$ cat config.mk
export PLATFORM = sky130hd
export DESIGN_NAME = xsleena_video_timing
export DESIGN_NICKNAME = d
export VERILOG_FILES = /design/src/rtl/xsleena_video_timing_pkg.sv /design/src/rtl/xsleena_video_timing_cen_monitor.sv /design/src/rtl/xsleena_video_timing.sv
export SDC_FILE = /design/constraint.sdc
export NUM_CORES = 1
export LEC_CHECK = 0
export BUFFER_PORTS_ARGS = -buffer_cell sky130_fd_sc_hd__buf_4
export CAP_MARGIN = 15
export CORE_ASPECT_RATIO = 1.5
export CORE_MARGIN = 8
export CORE_UTILIZATION = 55
export DETAILED_ROUTE_END_ITERATION = 6
export PLACE_DENSITY = 0.84
export SYNTH_ARGS = -nofsm -noshare
export SYNTH_HDL_FRONTEND = slang
export SYNTH_SLANG_ARGS = --single-unit
export TNS_END_PERCENT = 50
$ cat constraint.sdc
create_clock -name i_clk -period 2.6 [get_ports i_clk]
set_input_delay 0.52 -clock i_clk [delete_from_list [all_inputs] [get_ports i_clk]]
set_output_delay 0.52 -clock i_clk [all_outputs]
set_load 0.02 [all_outputs]
$ cat src/rtl/xsleena_video_timing_pkg.sv
// Shared raster defaults and helpers for the Xain'd Sleena video timing block.
package xsleena_video_pkg;

  localparam int COUNT_W = 9;

  localparam int H_TOTAL_DEF      = 384;
  localparam int H_ACTIVE_DEF     = 256;
  localparam int H_SYNC_START_DEF = 304;
  localparam int H_SYNC_LEN_DEF   = 32;
  localparam int V_TOTAL_DEF      = 272;
  localparam int V_ACTIVE_DEF     = 240;
  localparam int V_SYNC_START_DEF = 248;
  localparam int V_SYNC_LEN_DEF   = 8;
  localparam int CEN_PERIOD_DEF   = 8;
  localparam int CEN_TIMEOUT_DEF  = 64;

  typedef logic [COUNT_W-1:0] count_t;

  typedef enum logic {
    MON_IDLE,
    MON_ARMED
  } mon_state_e;

  function automatic logic in_window(input count_t c, input int start, input int len);
    return (int'(c) >= start) && (int'(c) < start + len);
  endfunction

endpackage

$ cat src/rtl/xsleena_video_timing_cen_monitor.sv
// Watches the pixel enable for regular spacing; pulses on a bad interval and
// latches a fault on any bad interval or stall until reset.
module xsleena_cen_monitor
  import xsleena_video_pkg::*;
#(
  parameter int CEN_PERIOD  = CEN_PERIOD_DEF,
  parameter int CEN_TIMEOUT = CEN_TIMEOUT_DEF
) (
  input  logic i_clk,
  input  logic i_rst_n,
  input  logic i_pix_cen,
  output logic o_cen_err,
  output logic o_cen_fault
);

  localparam int GAP_W = $clog2(CEN_TIMEOUT + 1);
  localparam logic [GAP_W-1:0] GAP_ONE = GAP_W'(1);
  localparam logic [GAP_W-1:0] GAP_MAX = GAP_W'(CEN_TIMEOUT);
  localparam logic [GAP_W-1:0] GAP_EXP = GAP_W'(CEN_PERIOD);

  mon_state_e       state_q, state_d;
  logic [GAP_W-1:0] gap_q, gap_d;
  logic             err_q, err_d;
  logic             fault_q, fault_d;

  // gap_q holds the number of edges since the last enable, so it equals the
  // interval when the next enable is sampled; it saturates at the timeout.
  always_comb begin
    state_d = state_q;
    gap_d   = gap_q;
    err_d   = 1'b0;
    fault_d = fault_q;
    if (i_pix_cen) begin
      gap_d   = GAP_ONE;
      state_d = MON_ARMED;
      if (state_q == MON_ARMED && gap_q != GAP_EXP) begin
        err_d   = 1'b1;
        fault_d = 1'b1;
      end
    end else if (gap_q == GAP_MAX) begin
      fault_d = 1'b1;
    end else begin
      gap_d = gap_q + GAP_ONE;
    end
  end

  always_ff @(posedge i_clk or negedge i_rst_n) begin
    if (!i_rst_n) begin
      state_q <= MON_IDLE;
      gap_q   <= GAP_ONE;
      err_q   <= 1'b0;
      fault_q <= 1'b0;
    end else begin
      state_q <= state_d;
      gap_q   <= gap_d;
      err_q   <= err_d;
      fault_q <= fault_d;
    end
  end

  assign o_cen_err   = err_q;
  assign o_cen_fault = fault_q;

endmodule

$ cat src/rtl/xsleena_video_timing.sv
// Raster counters, blanking, syncs and line/frame strobes driven by the
// 1-in-8 pixel enable, plus a health monitor on that enable.
module xsleena_video_timing
  import xsleena_video_pkg::*;
#(
  parameter int H_TOTAL      = H_TOTAL_DEF,
  parameter int H_ACTIVE     = H_ACTIVE_DEF,
  parameter int H_SYNC_START = H_SYNC_START_DEF,
  parameter int H_SYNC_LEN   = H_SYNC_LEN_DEF,
  parameter int V_TOTAL      = V_TOTAL_DEF,
  parameter int V_ACTIVE     = V_ACTIVE_DEF,
  parameter int V_SYNC_START = V_SYNC_START_DEF,
  parameter int V_SYNC_LEN   = V_SYNC_LEN_DEF,
  parameter int CEN_PERIOD   = CEN_PERIOD_DEF,
  parameter int CEN_TIMEOUT  = CEN_TIMEOUT_DEF
) (
  input  logic               i_clk,
  input  logic               i_rst_n,
  input  logic               i_pix_cen,
  output logic [COUNT_W-1:0] o_hcnt,
  output logic [COUNT_W-1:0] o_vcnt,
  output logic               o_hblank,
  output logic               o_vblank,
  output logic               o_hsync_n,
  output logic               o_vsync_n,
  output logic               o_line_start,
  output logic               o_frame_start,
  output logic               o_cen_err,
  output logic               o_cen_fault
);

  if (H_ACTIVE > H_TOTAL || V_ACTIVE > V_TOTAL ||
      H_SYNC_START + H_SYNC_LEN > H_TOTAL || V_SYNC_START + V_SYNC_LEN > V_TOTAL ||
      H_TOTAL > (1 << COUNT_W) || V_TOTAL > (1 << COUNT_W) ||
      CEN_PERIOD < 1 || CEN_PERIOD >= CEN_TIMEOUT) begin : g_bad_params
    $error("xsleena_video_timing: illegal raster or enable parameters");
  end

  localparam count_t H_LAST = count_t'(H_TOTAL - 1);
  localparam count_t V_LAST = count_t'(V_TOTAL - 1);
  localparam count_t ONE    = count_t'(1);

  count_t hcnt_q, hcnt_d;
  count_t vcnt_q, vcnt_d;
  logic   hblank_q, hblank_d;
  logic   vblank_q, vblank_d;
  logic   hsync_n_q, hsync_n_d;
  logic   vsync_n_q, vsync_n_d;
  logic   line_start_q, line_start_d;
  logic   frame_start_q, frame_start_d;

  // Blank and sync are decoded from the next counts so they move on the same
  // edge as the counters rather than one pixel late.
  always_comb begin
    hcnt_d        = hcnt_q;
    vcnt_d        = vcnt_q;
    hblank_d      = hblank_q;
    vblank_d      = vblank_q;
    hsync_n_d     = hsync_n_q;
    vsync_n_d     = vsync_n_q;
    line_start_d  = 1'b0;
    frame_start_d = 1'b0;
    if (i_pix_cen) begin
      if (hcnt_q == H_LAST) begin
        hcnt_d       = '0;
        line_start_d = 1'b1;
        if (vcnt_q == V_LAST) begin
          vcnt_d        = '0;
          frame_start_d = 1'b1;
        end else begin
          vcnt_d = vcnt_q + ONE;
        end
      end else begin
        hcnt_d = hcnt_q + ONE;
      end
      hblank_d  = int'(hcnt_d) >= H_ACTIVE;
      vblank_d  = int'(vcnt_d) >= V_ACTIVE;
      hsync_n_d = !in_window(hcnt_d, H_SYNC_START, H_SYNC_LEN);
      vsync_n_d = !in_window(vcnt_d, V_SYNC_START, V_SYNC_LEN);
    end
  end

  always_ff @(posedge i_clk or negedge i_rst_n) begin
    if (!i_rst_n) begin
      hcnt_q        <= '0;
      vcnt_q        <= '0;
      hblank_q      <= 1'b0;
      vblank_q      <= 1'b0;
      hsync_n_q     <= 1'b1;
      vsync_n_q     <= 1'b1;
      line_start_q  <= 1'b0;
      frame_start_q <= 1'b0;
    end else begin
      hcnt_q        <= hcnt_d;
      vcnt_q        <= vcnt_d;
      hblank_q      <= hblank_d;
      vblank_q      <= vblank_d;
      hsync_n_q     <= hsync_n_d;
      vsync_n_q     <= vsync_n_d;
      line_start_q  <= line_start_d;
      frame_start_q <= frame_start_d;
    end
  end

  xsleena_cen_monitor #(
    .CEN_PERIOD  (CEN_PERIOD),
    .CEN_TIMEOUT (CEN_TIMEOUT)
  ) u_cen_monitor (
    .i_clk       (i_clk),
    .i_rst_n     (i_rst_n),
    .i_pix_cen   (i_pix_cen),
    .o_cen_err   (o_cen_err),
    .o_cen_fault (o_cen_fault)
  );

  assign o_hcnt        = hcnt_q;
  assign o_vcnt        = vcnt_q;
  assign o_hblank      = hblank_q;
  assign o_vblank      = vblank_q;
  assign o_hsync_n     = hsync_n_q;
  assign o_vsync_n     = vsync_n_q;
  assign o_line_start  = line_start_q;
  assign o_frame_start = frame_start_q;

endmodule

==> impl_metrics.yaml <==
final_layout:
  multi_input_area_sq_um: 993
  area_of_all_placed_cells_without_fillers_sq_mm: 0.00224
  fin_nets: 232
  layout.area.seq_sq_um: 855
  filler_cell_count: 287
  final_cell_count_no_fill: 268
  area_growth_syn_to_layout_pct: 14.8
  layout-drive-gt1-share: 0.261
  n_antenna_cell: 0
die:
  dieWidth_um: 64.6
  core-area_sq_mm: 0.00342
  rows: 26
  initial_core_util: 0.570
  fp.dieH_um: 88.9
  floorplan.die_area_sq_mm: 0.00574
  io-pin-count: 29
placement:
  place_inst: 260
  routabilityCongestion: 0.884
  standard_cell_area_after_detailed_placement_sq_mm: 0.00214
  numPortBuffers: 28
  hpwlAfterDp_um: 2880
worst_setup_path:
  cp_data_arrival_time_ns: 2.35
  path_max_fanout: 8
  critPathKind: "reg2reg"
  worstPathCellList: "ha_1, nand4_4, nor3b_4, nand4_1, a21boi_1, o22ai_1, o32a_1"
  critPathTopFamily: "simple AND/OR/NAND/NOR gates"
  timing.critical_path.buf_inv: 0
  crit_path_max_incr_delay_ns: 0.44
  cp_slowest_cell: "sky130_fd_sc_hd__dfrtp_1"
  critical_path.startpoint_type: "flip-flop"
  timing.critical_path.to_type: "flip-flop"
  critPathRequiredTime_ns: 2.82
logic_synthesis:
  syn_area_sq_mm: 0.00195
  synth_cells: 197
  syn_avg_cell_area_sq_um: 9.88
  post_synthesis_register_bit_count: 34
  syn-num-nets: 204
  synth.yosys.seq_area_share: 0.439
  synthesis.yosys.warnings: 0
  synth_cell_type_count: 52
grt:
  grt.overflow.total: 0
  grt_pass1_vias: 1493
  number_of_antenna_violations_at_the_first_check_in_global_routing: 0
  grt.total_usage: 0.154
  grt_max_degree: 35
  wire_length_of_the_first_global_routing_pass_um: 6910
detailed_routing:
  route.detailed.wl_per_inst_um: 15.0
  routed-via-count: 1563
  residual_antenna_violating_net_count_after_detailed_routing: 0
  post_route_drc: 0
  post_route_wl_um: 4030
  drtPass1Iterations: 4
  post_dr_vias_cell: 5.83
  drtIter0Drc: 64
sta:
  fin_crit_sh: 0.819
  worstMarginPinSlew_ns: 0.407
  timing.final.hold_violations: 0
  totalNegativeSetupSlack_ns: 0
  clock-skew-final_ns: 0.00463
  grt_setup_unrepaired: "no"
  maxSlewHeadroom: 0.725
  final_period_minus_worst_setup_slack_ns: 2.13
  slew_violations: 0
  final-setup-viol-count: 0
  hold_ws_ns: 0.161
  timing.fmax_ghz: 0.469
worst_hold_path:
  hold_path_class: "in2async"
cts:
  cts_hold_buffers: 0
  cts_max_level: 2
  cts_sinks: 34
  post_cts_resized: 0
  cts-buffers-inserted: 5
  maximum_clock_insertion_buffer_count: 2
  postCtsSetupRepairBufs: 0
  cts_root_buf: "sky130_fd_sc_hd__clkbuf_8"
  worst_skew_pair.late_latency_ns: 0.29
  cts_tree: "done"
  clock_pin_slew_on_the_worst_setup_and_hold_paths_ns: 0.07
run:
  cap_viol_max_count: 0
power_and_ir_drop:
  power_density_mw_per_mm2: 638
  leakage_nw: 0.961
  vdd.ir_drop.worst_mv: 0.451
outcome:
  run_status: "finished clean"
-- layer usage --
layer,vias up,part of all wire,GRT usage
li1,755,-,-
met1,742,0.40,0.168
met2,61,0.51,0.265
met3,5,0.063,0.0482
met4,0,0.018,0.0717
met5,-,0,0
-- cells in the final DEF (no fill, tap or decap), types with 4 or more instances in the layout --
master / count
sky130_fd_sc_hd__dfrtp_1: 31
sky130_fd_sc_hd__buf_4: 28
sky130_fd_sc_hd__nand2_1: 22
sky130_fd_sc_hd__nor2_1: 19
sky130_fd_sc_hd__o21ai_0: 14
sky130_fd_sc_hd__nand3_1: 8
sky130_fd_sc_hd__xnor2_1: 8
sky130_fd_sc_hd__inv_1: 7
sky130_fd_sc_hd__a21oi_1: 6
sky130_fd_sc_hd__clkbuf_8: 6
sky130_fd_sc_hd__nand3b_1: 5
sky130_fd_sc_hd__a31oi_1: 4
sky130_fd_sc_hd__nand2b_1: 4
sky130_fd_sc_hd__ha_1: 4
-- cell type report --
| cell class | instances | area share |
|---|---|---|
| clock buffer | 6 | 0.0369 |
| clock inverter | 2 | 0.00560 |
| inverter | 8 | 0.0134 |
| multi-input combinational | 148 | 0.444 |
| sequential | 34 | 0.382 |
| tap | 42 | 0.0235 |
| timing repair buffer | 28 | 0.0940 |
-- through the flow --
step	total power, mW	setup WS, ns	util
3_5_place_dp	1.03	0.488	0.627
3_3_place_gp	1.02	0.562	0.627
5_1_grt	1.51	0.300	0.655
4_1_cts	1.44	0.466	0.655
6_report	1.43	0.470	0.655
2_1_floorplan	0.911	0.546	-
-- kinds of logic after synthesis --
kind of cell	Yosys count	synth area share
simple gates	88	0.278
xor+xnor	11	0.0495
flops	34	0.439
fa+ha+maj	4	0.0257
buf+inv	15	0.0508
compound gates	39	0.125
mux	6	0.0328
-- cells in the mapped netlist (all sizes together) --
library cell / number / area (sq um)
and3: 3 / 21.3
buf: 3 / 33.8
o31ai: 3 / 22.5
nor4: 2 / 18.8
o32a: 1 / 10.0
a21boi: 1 / 7.51
nor3: 1 / 5.00
a2bb2oi: 1 / 8.76
nand2b: 4 / 25.0
xnor2: 8 / 70.1
nand3: 10 / 60.1
nand4b: 3 / 26.3
nand3b: 5 / 37.5
and2: 1 / 6.26
clkbuf: 4 / 35.0
mux2: 3 / 33.8
o21ai: 17 / 88.8
or3: 2 / 12.5
nor4b: 1 / 8.76
xor2: 3 / 26.3
nor4bb: 1 / 10.0
nor2: 20 / 77.6
a31oi: 4 / 25.0
nand2: 23 / 88.8
and4: 1 / 11.3
o31a: 1 / 10.0
a211o: 1 / 8.76
or2: 1 / 6.26
ha: 4 / 50.1
a221oi: 1 / 8.76
nand4: 5 / 61.3
dfrtp: 31 / 776
mux2i: 3 / 30.0
a21oi: 6 / 30.0
inv: 8 / 30.0
nor3b: 2 / 37.5
dfstp: 3 / 78.8
a21o: 1 / 7.51
nor2b: 3 / 26.3
o22ai: 1 / 6.26
a41oi: 1 / 8.76
-- flip-flops by register name (all words and copies together) (netlist names) --
signal and flops:
o_vsync_n 1, o_frame_start 1, u_cen_monitor.o_cen_fault 1, u_cen_monitor.o_cen_err 1, o_hcnt 9, o_vcnt 9
o_hsync_n 1, o_hblank 1, o_line_start 1, u_cen_monitor.gap_q 7, u_cen_monitor.state_q 1, o_vblank 1
-- power breakdown --
part	leakage [nW]	switching, mW	internal [mW]
registers	0.432	0.115	0.580
logic	0.482	0.175	0.149
clock network	0.0472	0.194	0.213
total	0.961	0.484	0.941
-- worst paths after layout --
check	cells after the start	slack [ns]	from	end
worst max register to register	7	0.47	o_hcnt[0]	o_vsync_n
worst min register to register	1	0.48	u_cen_monitor.state_q	u_cen_monitor.state_q
min in group i_clk	1	0.48	u_cen_monitor.state_q	u_cen_monitor.state_q
worst max-delay path	7	0.47	o_hcnt[0]	o_vsync_n
worst min-delay path	1	0.16	i_rst_n	o_vcnt[1]
max in group asynchronous	1	2.10	i_rst_n	o_hsync_n
Note: power is estimated with default switching activity, not from simulation.
